File: src/rtl/cake_pkg.sv
// Shared constants for the cake order round controller: cake type range,
// slot packing widths and the round FSM state encodings.
package cake_pkg;

    localparam int SLOT_W = 3;
    localparam int VEC_W  = 18;

    localparam logic [2:0] CAKE_NONE = 3'd0;
    localparam logic [2:0] CAKE_MIN  = 3'd1;
    localparam logic [2:0] CAKE_MAX  = 3'd6;

    localparam logic [2:0] ST_IDLE    = 3'd0;
    localparam logic [2:0] ST_GEN     = 3'd1;
    localparam logic [2:0] ST_COLLECT = 3'd2;
    localparam logic [2:0] ST_SCORE   = 3'd3;
    localparam logic [2:0] ST_DONE    = 3'd4;

    // A caught cake counts only if it is a real cake type (0 and 7 are junk codes)
    function automatic logic is_cake_type(input logic [2:0] t);
        return (t != CAKE_NONE) && (t >= CAKE_MIN) && (t <= CAKE_MAX);
    endfunction

endpackage

File: src/rtl/cake_lfsr.sv
// Free-running 16-bit Galois LFSR that supplies a cake type 1..6 every cycle.
module cake_lfsr #(
    parameter logic [15:0] SEED = 16'hACE1
) (
    input  logic       clk,
    input  logic       resetn,
    output logic [2:0] type_out
);

    logic [15:0] r_lfsr;
    logic [15:0] w_lfsr_next;
    logic [2:0]  w_mod6;

    // Right-shifting Galois step; feedback taps folded in when the bit shifted out is 1
    always_comb begin
        w_lfsr_next = r_lfsr >> 1;
        if (r_lfsr[0]) begin
            w_lfsr_next = (r_lfsr >> 1) ^ 16'hB400;
        end
    end

    // LFSR state, restarted from the seed on reset
    always_ff @(posedge clk or negedge resetn) begin
        if (!resetn) begin
            r_lfsr <= SEED;
        end else begin
            r_lfsr <= w_lfsr_next;
        end
    end

    // Fold the low three bits into 0..5 (6 and 7 wrap to 0 and 1), then shift to 1..6
    always_comb begin
        w_mod6 = r_lfsr[2:0];
        if (r_lfsr[2:0] >= 3'd6) begin
            w_mod6 = r_lfsr[2:0] - 3'd6;
        end
        type_out = w_mod6 + 3'd1;
    end

endmodule

File: src/rtl/order_tray.sv
// Round controller: draws a 5-cake recipe, packs caught cakes into a slot
// vector and holds a scoring request until the score screen acknowledges.
module order_tray
    import cake_pkg::*;
#(
    parameter int          NUM_SLOTS = 5,
    parameter logic [15:0] LFSR_SEED = 16'hACE1
) (
    input  logic        clk,
    input  logic        resetn,
    input  logic        start,
    input  logic        catch_valid,
    input  logic [2:0]  catch_type,
    input  logic        done_score,
    output logic [17:0] recipe,
    output logic [17:0] caught_cake,
    output logic [2:0]  slots_filled,
    output logic        ld_score,
    output logic        round_busy,
    output logic        round_done
);

    localparam logic [2:0] LAST_IDX = 3'(NUM_SLOTS - 1);

    logic [2:0]       r_state;
    logic [2:0]       r_gen_idx;
    logic [VEC_W-1:0] r_recipe;
    logic [VEC_W-1:0] r_caught;
    logic [2:0]       r_filled;
    logic             r_ld_score;
    logic             r_busy;
    logic             r_done;

    logic [2:0]       w_state_nxt;
    logic [2:0]       w_draw;
    logic             w_accept;

    cake_lfsr #(
        .SEED     (LFSR_SEED)
    ) u_lfsr (
        .clk      (clk),
        .resetn   (resetn),
        .type_out (w_draw)
    );

    assign w_accept = (r_state == ST_COLLECT) && catch_valid && is_cake_type(catch_type);

    // Next-state decision for the round FSM
    always_comb begin
        w_state_nxt = r_state;
        case (r_state)
            ST_IDLE:    if (start) w_state_nxt = ST_GEN;
            ST_GEN:     if (r_gen_idx == LAST_IDX) w_state_nxt = ST_COLLECT;
            ST_COLLECT: if (w_accept && (r_filled == LAST_IDX)) w_state_nxt = ST_SCORE;
            ST_SCORE:   if (done_score) w_state_nxt = ST_DONE;
            ST_DONE:    w_state_nxt = ST_IDLE;
            default:    w_state_nxt = ST_IDLE;
        endcase
    end

    // State and status flags; flags follow the next state so they line up with it
    always_ff @(posedge clk or negedge resetn) begin
        if (!resetn) begin
            r_state    <= ST_IDLE;
            r_ld_score <= 1'b0;
            r_busy     <= 1'b0;
            r_done     <= 1'b0;
        end else begin
            r_state    <= w_state_nxt;
            r_ld_score <= (w_state_nxt == ST_SCORE);
            r_busy     <= (w_state_nxt != ST_IDLE);
            r_done     <= (w_state_nxt == ST_DONE);
        end
    end

    // Recipe generation and caught-cake packing; vectors persist until the next start
    always_ff @(posedge clk or negedge resetn) begin
        if (!resetn) begin
            r_gen_idx <= '0;
            r_recipe  <= '0;
            r_caught  <= '0;
            r_filled  <= '0;
        end else begin
            case (r_state)
                ST_IDLE: begin
                    if (start) begin
                        r_gen_idx <= '0;
                        r_recipe  <= '0;
                        r_caught  <= '0;
                        r_filled  <= '0;
                    end
                end
                ST_GEN: begin
                    r_recipe[r_gen_idx*SLOT_W +: SLOT_W] <= w_draw;
                    r_gen_idx <= r_gen_idx + 3'd1;
                end
                ST_COLLECT: begin
                    if (w_accept) begin
                        r_caught[r_filled*SLOT_W +: SLOT_W] <= catch_type;
                        r_filled <= r_filled + 3'd1;
                    end
                end
                default: begin
                end
            endcase
        end
    end

    assign recipe       = r_recipe;
    assign caught_cake  = r_caught;
    assign slots_filled = r_filled;
    assign ld_score     = r_ld_score;
    assign round_busy   = r_busy;
    assign round_done   = r_done;

endmodule

File: config.mk
export PLATFORM = sky130hd
export DESIGN_NAME = order_tray
export DESIGN_NICKNAME = d
export VERILOG_FILES = /design/src/rtl/cake_pkg.sv /design/src/rtl/cake_lfsr.sv /design/src/rtl/order_tray.sv
export SDC_FILE = /design/constraint.sdc
export NUM_CORES = 1
export LEC_CHECK = 0
export ABC_AREA = 0
export ABC_CLOCK_PERIOD_IN_PS = 2700
export BUFFER_PORTS_ARGS = -buffer_cell sky130_fd_sc_hd__buf_2
export CORE_MARGIN = 5
export CORE_UTILIZATION = 45
export CTS_BUF_LIST = sky130_fd_sc_hd__clkbuf_8
export DETAILED_ROUTE_END_ITERATION = 8
export PLACE_DENSITY = 0.75
export SLEW_MARGIN = 20
export SYNTH_ARGS = -nofsm -noshare
export SYNTH_HDL_FRONTEND = slang
export SYNTH_HIERARCHICAL = 1
export SYNTH_SLANG_ARGS = --single-unit
File: constraint.sdc
create_clock -name clk -period 2.7 [get_ports clk]
set_input_delay 0.27 -clock clk [delete_from_list [all_inputs] [get_ports clk]]
set_output_delay 0.27 -clock clk [all_outputs]
set_load 0.05 [all_outputs]
Yosys cells after proc, flatten, opt, wreduce, memory -nomap -nowiden
Cells that the tools add are included.
{ "word_totals": {"ff_bits": 64, "latchBits": 0, "mem_bits_rw": 0, "romBits": 0, "in_bits": 8, "out_inout_bits": 42, "wordCells": 63, "mem_count": 0} }
{ "op_classes": {"n_addsub": 6, "multipliers": 2, "n_div": 0, "n_lt_le_gt_ge": 3, "eq_ne": 9, "shift": 4, "n_mux": 17, "n_bitwise": 1, "reduce_logical": 12} }
{ "op_table": {"columns": ["op", "n"], "rows": [
  ["one-hot mux 18 bit (2 select lines)", 2],
  ["negator 5 -> 34 bit", 2],
  ["variable shift 3 x 34 -> 18 bit (first input constant)", 2],
  ["variable part select 3 x 34 -> 18 bit", 2],
  ["bitwise mux 18 bit", 2],
  ["two-way mux 18 bit", 2],
  ["two-way mux 3 bit", 7],
  ["two-way mux 16 bit", 1],
  ["one-hot mux 3 bit (2 select lines)", 2],
  ["one-hot mux 3 bit (4 select lines)", 1],
  ["multiplier 3 x 2 -> 5 bit (second input constant)", 2],
  ["adder 3 x 1 -> 3 bit (second input constant)", 3],
  ["equality test 3 x 2 -> 1 bit (second input constant)", 3],
  ["equality test 3 bit (second input constant)", 3],
  ["nonzero test 3 bit", 2],
  ["logical AND 1 bit", 5],
  ["!= test 2 bit (second input constant)", 2],
  ["inverter 3 -> 4 bit", 1],
  ["nonzero test 2 bit", 2],
  ["equality test 3 x 1 -> 1 bit (second input constant)", 1],
  ["greater-or-equal comparator 3 x 1 -> 1 bit (second input constant)", 1],
  ["greater-or-equal comparator 3 bit (second input constant)", 1],
  ["<= comparator 3 bit (second input constant)", 1],
  ["logical NOT 3 bit", 1],
  ["3 further kinds", 3]
]} }

Longest topological paths before layout
Gate-level depths: netlist of run 1.
{ "logic_depth": {"ltp_word": 8, "mapped_depth": 8, "ltp_nobuf": 7} }

Cells and area by module
The synthesis of run 1 kept the hierarchy.
{ "by_module_without_submodules": {"columns": ["module", "n_inst", "cells_per_inst", "area_each_um2", "seq_area_each_um2"], "rows": [
  ["order_tray", 1, 210, 2357.3, 1201.2],
  ["cake_lfsr", 1, 24, 474.2, 410.4]
]} }

Worst setup path after synthesis of run 1
No wires, ideal clock.
{ "synth_path": {"path_kind": "reg2reg", "from": "register r_filled[0] (netlist: slots_filled[0])", "to": "register r_caught[12] (netlist: caught_cake[12])", "setup_time_ns": 0.121, "arrival_ns": 2.250, "t_required_ns": 2.579, "slack_ns": 0.329, "stages_incl_launch_ff": 8, "n_path_buf": 1, "synth_period_minus_slack_ns": 2.371, "cell_sequence": "dfrtp_1 clkbuf_1 inv_1 ha_1 ha_1 nor4_1 a21oi_1 a22o_1"} }
{ "synth_between": {"elab_chain_len": 6, "elab_cells_between_ends": 7, "classes_between": "add/sub: 1; mul: 1; shift: 2; mux: 3"} }
{ "synth_lines": {"columns": ["element", "line", "source"], "rows": [
  ["from (decl)", "order_tray.sv:29", "logic [2:0] r_filled;"],
  ["from (signal assigned)", "order_tray.sv:100", "r_filled <= r_filled + 3'd1;"],
  ["multiplier 3 x 2 -> 5 bit *", "order_tray.sv:99", "r_caught[r_filled*SLOT_W +: SLOT_W] <= catch_type;"],
  ["negator 5 -> 34 bit *", "order_tray.sv:99", null],
  ["variable part select 3 x 34 -> 18 bit or variable shift 3 x 34 -> 18 bit (tied branches)", "order_tray.sv:99", null],
  ["bitwise mux 18 bit *", "order_tray.sv:99", null],
  ["two-way mux 18 bit *", "order_tray.sv:98", "if (w_accept) begin"],
  ["one-hot mux 18 bit (2 select lines) *", "order_tray.sv:84", "case (r_state)"],
  ["to (signal, indexed assignment)", "order_tray.sv:99", null],
  ["to (decl)", "order_tray.sv:28", "logic [VEC_W-1:0] r_caught;"]
]} }
Mark *: on every way between the ends. The rest lies on a longest branch, timed or not. The select of a mux whose other input is x is not followed.
A chain may end at the register's enable or synchronous reset.

Worst setup path in the final report of run 1
{ "layout_path": {"from": "register r_gen_idx[0]", "to": "register r_recipe[14] (netlist: recipe[14])"} }
{ "layout_between": {"elab_chain_len": 5, "elab_cells_between_ends": 6, "classes_between": "add/sub: 1; mul: 1; shift: 2; mux: 2"} }
{ "layout_lines": {"columns": ["element", "line", "source"], "rows": [
  ["from (decl)", "order_tray.sv:26", "logic [2:0] r_gen_idx;"],
  ["from (signal assigned)", "order_tray.sv:95", "r_gen_idx <= r_gen_idx + 3'd1;"],
  ["multiplier 3 x 2 -> 5 bit *", "order_tray.sv:94", "r_recipe[r_gen_idx*SLOT_W +: SLOT_W] <= w_draw;"],
  ["negator 5 -> 34 bit *", "order_tray.sv:94", null],
  ["variable part select 3 x 34 -> 18 bit or variable shift 3 x 34 -> 18 bit (tied branches)", "order_tray.sv:94", null],
  ["bitwise mux 18 bit *", "order_tray.sv:94", null],
  ["one-hot mux 18 bit (2 select lines) *", "order_tray.sv:84", null],
  ["to (signal, indexed assignment)", "order_tray.sv:94", null],
  ["to (decl)", "order_tray.sv:27", "logic [VEC_W-1:0] r_recipe;"]
]} }
Mark *: on every way between the ends. The rest lies on a longest branch, timed or not.

==> flow_metrics.env, run 1 <==
export IMPL_grt_pass1_wl_mm=9.60
export IMPL_synthCells=234
export IMPL_cts_htree_levels=3
export IMPL_first_iter_violations=38
export IMPL_crit_path_top_delay_cell="dfrtp_1"
export IMPL_via_per_inst=5.20
export IMPL_max_freq_mhz=435
export IMPL_vdd_drop_max_mv=0.531
export IMPL_place_hpwl_mm=4.08
export IMPL_slew_viol_final=0
export IMPL_start_util_pct=45.4
export IMPL_power_density_nw_per_um2=901
export IMPL_rsz0062_at_grt="false"
export IMPL_num_antenna_cells=0
export IMPL_core_rowCount=29
export IMPL_yosysUniqueCellTypes=42
export IMPL_clk_pin_slew_worst_paths_ns=0.07
export IMPL_critical_path_max_fanout=9
export IMPL_layout_nets=310
export IMPL_cts_path_max_buffers=2
export IMPL_wl_per_cell_um=15.3
export IMPL_cp_end_kind="flip-flop"
export IMPL_cts_resized=0
export IMPL_cts_tree="yes"
export IMPL_cts_buffers=9
export IMPL_leakagePower_nw=1.80
export IMPL_switching_power_w=0.00109
export IMPL_antenna_found_initial=0
export IMPL_hold_violations=0
export IMPL_die_w_um=89.3
export IMPL_place_congestion=0.848
export IMPL_p_sw_share_pct=36.0
export IMPL_pwr_share_clk_pct=32.0
export IMPL_ys_ff_latch=64
export IMPL_io_buffers=49
export IMPL_crit_chain="inv_1 > ha_1 > ha_1 > nor4b_4 > o21ai_2 > or3_1 > mux2i_1"
export IMPL_crit_path_start_kind="flip-flop"
export IMPL_n_fill_cell=525
export IMPL_design_die_area_sq_um=7980
export IMPL_drv_cap=0
export IMPL_finalSetupTns_ns=0
export IMPL_grt_usage_pct=16.1
export IMPL_final_area_sq_um=3380
export IMPL_drt_wl_total_mm=5.67
export IMPL_grt_pass1_vias=2002
export IMPL_io_pins=50
export IMPL_final_layout_size_suffix_gt1_share_pct=27.9
export IMPL_crit_path_frequent_cell="ha_1"
export IMPL_grt_overflow=0
export IMPL_core_area_sq_um=6240
export IMPL_clkSinkCount=64
export IMPL_num_vias=1930
export IMPL_max_slew_worst_pin_slew_ns=0.730
export IMPL_grt_max_degree=27
export IMPL_p_comb_share_pct=29.1
export IMPL_hp_class="in2reg"
export IMPL_crit_type="reg2reg"
export IMPL_synth_avg_cell_area_sq_um=12.1
export IMPL_fin_crit_sh_pct=85.2
export IMPL_seq_power_share_pct=38.9
export IMPL_final_common_cell="dfrtp_1"
export IMPL_ant_nets=0
export IMPL_drt_pre_antenna_iters=4
export IMPL_root_buffer="clkbuf_8"
export IMPL_cp_required_ns=2.92
export IMPL_dieHeight_um=89.3
export IMPL_place_area_sq_um=3130
export IMPL_yosys_warnings=6
export IMPL_layout_min_cycle_time_ns=2.30
export IMPL_finClkSkew_ns=0.00975
export IMPL_setup_viol=0
export IMPL_layout_common_cells="dfrtp_1, buf_2, nand2_1"
export IMPL_syn_cell_area_sq_um=2830
export IMPL_cp_data_arrival_time_ns=2.53
export IMPL_syn_to_final_growth_pct=19.2
export IMPL_internal_power_w=0.00195
export IMPL_ys_seq_area_share_pct=56.9
export IMPL_syn_nets=255
export IMPL_status="completed"
export IMPL_clock_latency_ns=0.34
export IMPL_slew_headroom_pct=51.2
export IMPL_cp_slowest_stage_delay_ns=0.50
export IMPL_drc=0
[what timing repair did]
item / 4_1_cts / 5_1_grt
buffers inserted: 0 / 0
hold buffers: 1 / 0
endpoints found under the setup margin: 0 / 0
endpoints found under the hold margin: 19 / 0
[cells by family after synthesis]
group / share of synthesized area, %
AND/OR/NAND/NOR: 16.9
buffers and inverters: 3.80
flip-flops: 56.9
XOR/XNOR: 1.86
adder cells (fa/ha/maj): 5.74
multiplexers: 6.01
AO/OA/AOI/OAI: 8.79
[critical path, delay by kind of cell (launching register included)]
family                     cells  cell delay, ns
and+or+nand+nor                2            0.72
adders and majority gates      2            0.58
DFF                            1            0.50
muxes                          1            0.15
buffers and inverters          1            0.14
AOI/OAI and AO/OA              1            0.10
[state kept, by name, summed over array words and instances, names as in the netlist]
name	flops
caught_cake	18
ld_score	1
r_gen_idx	3
r_state	3
recipe	18
round_busy	1
round_done	1
slots_filled	3
u_lfsr/r_lfsr	16
[final cells by class]
cell class	instances	area [sq um]	share of cell area [%]
Tap cell	77	96.3	2.85
Multi-Input combinational cell	149	1110	33.0
Clock buffer	9	124	3.67
Inverter	13	48.8	1.45
Clock inverter	7	113	3.34
Timing Repair Buffer	52	270	8.01
Sequential cell	64	1610	47.7
[per-layer routing]
layer | wire (um) | global-route usage (%) | share of wire [%] | vias to the layer above
met5 | 0 | 0 | 0 | -
met4 | 96 | 6.50 | 1.7 | 0
met3 | 360 | 5.25 | 6.4 | 9
met2 | 2580 | 24.8 | 46 | 53
met1 | 2630 | 21.1 | 46 | 936
li1 | - | - | - | 932
[power by group through the flow]
stage / Clock, W / Sequential [W] / Combinational (W)
2_1_floorplan: 0 / 0.00135 / 0.000545
3_3_place_gp: 0 / 0.00120 / 0.000873
3_5_place_dp: 0 / 0.00120 / 0.000890
4_1_cts: 0.00100 / 0.00118 / 0.000896
5_1_grt: 0.00104 / 0.00120 / 0.000973
6_report: 0.000973 / 0.00118 / 0.000886
[metrics by stage]
stage	utilization, %	total power, W	hold slack (ns)	std cells	setup WS [ns]
after floorplan	-	0.00190	-0.0256	234	0.329
after global routing	54.1	0.00322	0.243	371	0.240
final	54.1	0.00304	0.228	371	0.399
after global placement	50.1	0.00207	0.280	354	0.482
after CTS	54.1	0.00308	0.211	371	0.398
after detailed placement	50.1	0.00209	0.291	354	0.407
[worst paths after layout]
path / cells after the start / startpoint / end / slack (ns)
max in group asynchronous: 3 / resetn / u_lfsr/r_lfsr[15] / 1.50
hold reg to reg: 0 / u_lfsr/r_lfsr[6] / u_lfsr/r_lfsr[5] / 0.36
setup reg to reg: 7 / r_gen_idx[0] / recipe[14] / 0.40
hold / removal: 3 / start / round_busy / 0.23
setup / recovery: 7 / r_gen_idx[0] / recipe[14] / 0.40
min in group asynchronous: 2 / resetn / slots_filled[1] / 0.47
[Yosys cell counts, drive strengths merged]
library cell  number  area (sq um)
dfrtp             56          1400
nand2             31           116
mux2i             17           170
a22o              16           140
ha                13           163
inv               13          48.8
nand3             10          55.1
nor2               9          33.8
dfstp              8           210
o21ai              7          38.8
buf                6          51.3
and4b              4          40.0
nor3               4          20.0
nor3b              4          46.3
xor2               4          35.0
a21oi              3          15.0
nand4              3          18.8
a31oi              2          12.5
and4               2          20.0
clkbuf             2          7.51
nor2b              2          12.5
nor4               2          12.5
nor4b              2          47.6
or3                2          12.5
xnor2              2          17.5
a211o              1          8.76
a21o               1          7.51
a41o               1          10.0
a41oi              1          16.3
and2               1          6.26
and3               1          6.26
nand2b             1          6.26
nand3b             1          7.51
nor4bb             1          10.0
or2                1          6.26
No activity file was read; power rests on OpenSTA's default activity.
==> run 2: changes to the inputs <==
CTS_BUF_LIST = sky130_fd_sc_hd__clkbuf_2 sky130_fd_sc_hd__clkbuf_4 sky130_fd_sc_hd__clkbuf_8   (was sky130_fd_sc_hd__clkbuf_8)
SLEW_MARGIN = 15   (was 20)
==> run 2 against run 1 <==
  * Clock skew fell by 0.00064 ns
  * First-iteration DRC count fell by 2.6%
  * Sequential power is essentially flat
  * Wire length down 0.19%
  * Critical endpoint unchanged
  * Highest routed layer unchanged
  * Cell count is the same
  * Largest power group unchanged
  * Design area increased by 0.11%
==> flow_metrics.env, run 2 (same netlist as run 1, synthesis figures left out) <==
export IMPL_seq_area_sq_um=1610
export IMPL_place_area_sq_um=3130
export IMPL_worstReg2RegStart="r_gen_idx[0]"
export IMPL_finalSetupTns_ns=0
export IMPL_antenna_found_initial=0
export IMPL_grt_max_degree=27
export IMPL_hold_depth=3
export IMPL_cts_tree="yes"
export IMPL_ff2ff_setup_slack_ns=0.39
export IMPL_layout_min_cycle_time_ns=2.31
export IMPL_cp_required_ns=2.92
export IMPL_num_vias=1924
export IMPL_cts_buffers=9
export IMPL_syn_to_final_growth_pct=19.4
export IMPL_start_util_pct=45.4
export IMPL_dieHeight_um=89.3
export IMPL_io_pins=50
export IMPL_p_sw_share_pct=35.8
export IMPL_cp_end_kind="flip-flop"
export IMPL_final_layout_size_suffix_gt1_share_pct=28.2
export IMPL_via_per_inst=5.19
export IMPL_setup_viol=0
export IMPL_core_rowCount=29
export IMPL_design_die_area_sq_um=7980
export IMPL_internal_power_w=0.00196
export IMPL_slew_headroom_pct=50.9
export IMPL_critical_path_max_fanout=9
export IMPL_layout_common_cells="dfrtp_1, buf_2, nand2_1"
export IMPL_layout_nets=310
export IMPL_io_buffers=49
export IMPL_switching_power_w=0.00109
export IMPL_power_density_nw_per_um2=904
export IMPL_drc=0
export IMPL_hold_violations=0
export IMPL_leakagePower_nw=1.80
export IMPL_dp_cells=354
export IMPL_hp_class="in2reg"
export IMPL_final_common_cell="dfrtp_1"
export IMPL_cts_htree_levels=3
export IMPL_n_fill_cell=525
export IMPL_p_comb_share_pct=29.0
export IMPL_place_hpwl_mm=4.08
export IMPL_clk_pin_slew_worst_paths_ns=0.07
export IMPL_pwr_share_clk_pct=32.2
export IMPL_cts_path_max_buffers=2
export IMPL_rsz0062_at_grt="false"
export IMPL_core_area_sq_um=6240
export IMPL_slew_viol_final=0
export IMPL_finClkSkew_ns=0.00911
export IMPL_drt_pre_antenna_iters=4
export IMPL_first_iter_violations=37
export IMPL_hp_start="start"
export IMPL_seq_power_share_pct=38.7
export IMPL_status="completed"
export IMPL_min_to="round_busy"
export IMPL_total_power_w=0.00305
export IMPL_cts_resized=0
export IMPL_fin_cells=371
export IMPL_grt_usage_pct=16.1
export IMPL_cts_post_setup_buffers_inserted=0
export IMPL_wl_per_cell_um=15.2
export IMPL_place_congestion=0.848
export IMPL_hold_buffers=1
export IMPL_clock_latency_ns=0.34
export IMPL_grt_overflow=0
export IMPL_drv_cap=0
export IMPL_r2r_cells=7
export IMPL_max_freq_mhz=433
export IMPL_vdd_drop_max_mv=0.531
export IMPL_crit_type="reg2reg"
export IMPL_num_antenna_cells=0
export IMPL_grt_pass1_wl_mm=9.60
export IMPL_reg2reg_to="recipe[14]"
export IMPL_die_w_um=89.3
export IMPL_root_buffer="clkbuf_8"
export IMPL_max_slew_worst_pin_slew_ns=0.734
export IMPL_grt_pass1_vias=2002
export IMPL_clkSinkCount=64
export IMPL_multi_input_area_sq_um=1110
export IMPL_ant_nets=0
export IMPL_cp_data_arrival_time_ns=2.54
export IMPL_final_area_sq_um=3380
export IMPL_drt_wl_total_mm=5.66
export IMPL_fin_crit_sh_pct=85.6
export IMPL_crit_path_start_kind="flip-flop"
==> run 2: cell types whose count changed in the layout (fill, tap and decap cells not counted), sizes merged <==
cell    delta
inv        -1
clkbuf     +1
==> run 2: critical path: stages, from the launching register on <==
cell and delay [ns]:
dfrtp_1 0.50, inv_1 0.14, ha_1 0.22, ha_1 0.36, nor4b_4 0.32, o21ai_2 0.10
or3_1 0.41, mux2i_1 0.16
==> run 2: metal layers <==
| layer | vias up | global-route usage, % | wire length (um) |
|---|---|---|---|
| li1 | 932 | - | - |
| met3 | 9 | 5.25 | 358 |
| met4 | 0 | 6.50 | 96 |
| met1 | 932 | 21.1 | 2630 |
| met5 | - | 0 | 0 |
| met2 | 51 | 24.8 | 2570 |
==> run 2: metrics by stage <==
step / hold slack [ns] / util, % / setup slack [ns]
CTS: 0.211 / 54.2 / 0.398
detailed placement: 0.291 / 50.1 / 0.407
global route: 0.243 / 54.2 / 0.240
floorplan: -0.0256 / - / 0.329
finish: 0.229 / 54.2 / 0.388
global placement: 0.280 / 50.1 / 0.482
==> run 2: how the worst max path moves through the flow <==
stage                                from               to  slack (ns)  cells past startpoint
after floorplan           slots_filled[0]  caught_cake[12]        0.33                      7
after global placement       r_gen_idx[0]       recipe[12]        0.48                      7
after detailed placement     r_gen_idx[0]       recipe[14]        0.41                      7
after CTS                    r_gen_idx[0]       recipe[14]        0.40                      7
after global routing         r_gen_idx[0]        recipe[8]        0.24                      7
final                        r_gen_idx[0]       recipe[14]        0.39                      7
==> run 2: final cells by class <==
| class | instances | share of cell area, % |
|---|---|---|
| multi-input cells | 149 | 32.9 |
| inverters | 13 | 1.44 |
| flip-flops and latches | 64 | 47.7 |
| clock inverters | 6 | 3.22 |
| well taps | 77 | 2.85 |
| repair buffers | 52 | 8.00 |
| clock buffers | 10 | 3.89 |
==> run 2: power groups by stage <==
| stage | Combinational [W] | Sequential [W] | Clock, W |
|---|---|---|---|
| 4_1_cts | 0.000896 | 0.00118 | 0.00102 |
| 5_1_grt | 0.000973 | 0.00120 | 0.00105 |
| 3_3_place_gp | 0.000873 | 0.00120 | 0 |
| 2_1_floorplan | 0.000545 | 0.00135 | 0 |
| 6_report | 0.000887 | 0.00118 | 0.000984 |
| 3_5_place_dp | 0.000890 | 0.00120 | 0 |
==> run 3: changes to the inputs <==
SYNTH_HIERARCHICAL = not set   (was 1)
==> run 3 against run 2 <==
  * Fmax up 2.4%
  * First-iteration DRC count increased to 2.7 times the previous value
  * Clock power is 16% lower
  * Non-clock buffer count unchanged
  * Sequential share of layout area is 0.071 points higher
  * Wire length rose by 3.0%
  * Clock skew barely moved
  * Via count up 4.9%
  * Cell count is 3.2% higher
  * Critical endpoint is now recipe[6]
==> flow_metrics.env, run 3 <==
export IMPL_post_place_ws_ns=0.473
export IMPL_async_flop_share_pct=100
export IMPL_cp_data_arrival_time_ns=2.48
export IMPL_finClkSkew_ns=0.00933
export IMPL_first_iter_violations=99
export IMPL_leakagePower_nw=1.70
export IMPL_switching_power_w=0.00126
export IMPL_grt_pass1_wl_mm=9.71
export IMPL_fin_crit_sh_pct=83.6
export IMPL_layout_min_cycle_time_ns=2.26
export IMPL_clk_pin_slew_worst_paths_ns=0.07
export IMPL_cts_post_setup_buffers_inserted=0
export IMPL_synth_avg_cell_area_sq_um=11.6
export IMPL_cts_tree="yes"
export IMPL_final_common_cell="dfrtp_1"
export IMPL_synth_edf_count=0
export IMPL_slew_headroom_pct=47.3
export IMPL_seq_power_share_pct=39.3
export IMPL_syn_cell_area_sq_um=2850
export IMPL_io_pins=50
export IMPL_final_area_sq_um=3370
export IMPL_start_util_pct=45.7
export IMPL_core_rowCount=29
export IMPL_drv_cap=0
export IMPL_syn_to_final_growth_pct=18.3
export IMPL_p_sw_share_pct=40.3
export IMPL_setup_viol=0
export IMPL_synthCells=246
export IMPL_critical_path_max_fanout=9
export IMPL_vdd_drop_max_mv=0.485
export IMPL_wl_per_cell_um=15.2
export IMPL_dp_cells=367
export IMPL_slew_viol_final=0
export IMPL_cts_resized=0
export IMPL_max_freq_mhz=443
export IMPL_design_die_area_sq_um=8030
export IMPL_synth_common_cells="dfrtp_1, nand2_1, nand3_1, nor2_1"
export IMPL_hold_buffers=0
export IMPL_core_area_sq_um=6240
export IMPL_crit_path_start_kind="flip-flop"
export IMPL_fin_ws_ns=0.442
export IMPL_place_area_sq_um=3170
export IMPL_max_slew_worst_pin_slew_ns=0.790
export IMPL_cp_slowest_stage_delay_ns=0.50
export IMPL_finish_utilization_pct=54.1
export IMPL_via_per_inst=5.27
export IMPL_place_hpwl_mm=4.11
export IMPL_num_vias=2018
export IMPL_dieHeight_um=89.6
export IMPL_synth_top_area_cell="dfrtp_1"
export IMPL_internal_power_w=0.00187
export IMPL_cts_htree_levels=3
export IMPL_layout_common_cells="dfrtp_1, buf_2, nand2_1"
export IMPL_grt_overflow=0
export IMPL_ys_seq_area_share_pct=56.5
export IMPL_root_buffer="clkbuf_8"
export IMPL_grt_usage_pct=16.2
export IMPL_place_congestion=0.866
export IMPL_ys_ff_latch=64
export IMPL_fin_cells=383
export IMPL_yosys_warnings=0
export IMPL_antenna_found_initial=0
export IMPL_clkSinkCount=64
export IMPL_n_fill_cell=549
export IMPL_clock_latency_ns=0.34
export IMPL_crit_path_frequent_cell="ha_1"
export IMPL_pwr_share_clk_pct=26.5
export IMPL_ys_flop_type="dfrtp_1"
export IMPL_io_buffers=49
export IMPL_crit_chain="inv_1 > ha_1 > ha_1 > nor4b_4 > nand2_1 > o41ai_1"
export IMPL_p_comb_share_pct=34.2
export IMPL_grt_pass1_vias=2008
export IMPL_drt_wl_total_mm=5.83
export IMPL_crit_path_top_delay_cell="dfrtp_1"
export IMPL_cts_path_max_buffers=2
export IMPL_cp_required_ns=2.93
export IMPL_crit_type="reg2reg"
export IMPL_cp_end_kind="flip-flop"
export IMPL_final_layout_size_suffix_gt1_share_pct=29.1
export IMPL_num_antenna_cells=0
export IMPL_yosys_top_cells_area="dfrtp_1, dfstp_2, ha_1"
export IMPL_seq_area_sq_um=1610
export IMPL_power_density_nw_per_um2=929
export IMPL_hp_class="in2async"
export IMPL_ant_nets=0
export IMPL_die_w_um=89.6
export IMPL_cts_buffers=9
export IMPL_multi_input_area_sq_um=1150
export IMPL_yosysUniqueCellTypes=43
export IMPL_yosysMostFrequentCell="dfrtp_1"
export IMPL_finalSetupTns_ns=0
export IMPL_ff2ff_setup_slack_ns=0.44
export IMPL_layout_nets=322
export IMPL_status="completed"
export IMPL_synth_top_area_share_pct=49.1
export IMPL_drc=0
export IMPL_drt_pre_antenna_iters=4
export IMPL_rsz0062_at_grt="false"
export IMPL_grt_max_degree=65
export IMPL_syn_nets=267
export IMPL_hold_violations=0
==> run 3: cells by family (layout without fill, tap and decap cells) <==
logic type	after synthesis	after routing	share of synthesized area, %
buffers and inverters	20	80	3.20
multiplexers	13	13	4.70
flip-flops	64	64	56.5
adder cells (fa/ha/maj)	13	13	5.70
XOR/XNOR	5	5	1.54
AO/OA/AOI/OAI	40	40	9.39
AND/OR/NAND/NOR	91	91	19.0
==> run 3: power groups by stage <==
stage | registers (W) | logic (W) | clock network (W)
3_5_place_dp | 0.00124 | 0.00108 | 0
3_3_place_gp | 0.00124 | 0.00106 | 0
2_1_floorplan | 0.00141 | 0.000651 | 0
5_1_grt | 0.00125 | 0.00118 | 0.000900
4_1_cts | 0.00123 | 0.00108 | 0.000856
6_report | 0.00123 | 0.00107 | 0.000830
==> run 3: per-layer routing <==
| metal | wire length [um] | up-vias | track usage, % |
|---|---|---|---|
| met5 | 0 | - | 0 |
| met4 | 119 | 0 | 8.12 |
| met3 | 255 | 10 | 3.19 |
| met2 | 2730 | 41 | 23.9 |
| met1 | 2720 | 994 | 22.7 |
| li1 | - | 973 | - |
==> run 3: path summary, 6_finish.rpt <==
| kind | start | to | cells after the start |
|---|---|---|---|
| setup / recovery | r_gen_idx[0] | recipe[6] | 6 |
| hold / removal | resetn | r_state[0] | 2 |
| setup reg to reg | r_gen_idx[0] | recipe[6] | 6 |
| hold reg to reg | u_lfsr.r_lfsr[4] | u_lfsr.r_lfsr[3] | 0 |
| max in group asynchronous | resetn | slots_filled[1] | 2 |
| min in group clk | start | r_state[0] | 3 |
==> run 3: through the flow <==
step,total power [W],hold WS [ns]
after floorplan,0.00206,-0.0256
after global placement,0.00230,0.337
after detailed placement,0.00232,0.338
after CTS,0.00316,0.120
after global routing,0.00334,0.161
final,0.00313,0.0866
==> run 3: layout make-up <==
class                           instances  area share, %
Sequential cell                        64           47.8
Multi-Input combinational cell        162           34.0
Clock inverter                          6           2.00
Timing Repair Buffer                   52           7.93
Tap cell                               77           2.86
Clock buffer                           10           4.08
Inverter                               12           1.33
==> run 3: critical path, delay by kind of cell, from the launching register on <==
kind | cells | cell delay (ns)
simple gates | 2 | 0.59
flops | 1 | 0.50
fa+ha+maj | 2 | 0.56
buf+inv | 1 | 0.15
compound gates | 1 | 0.35
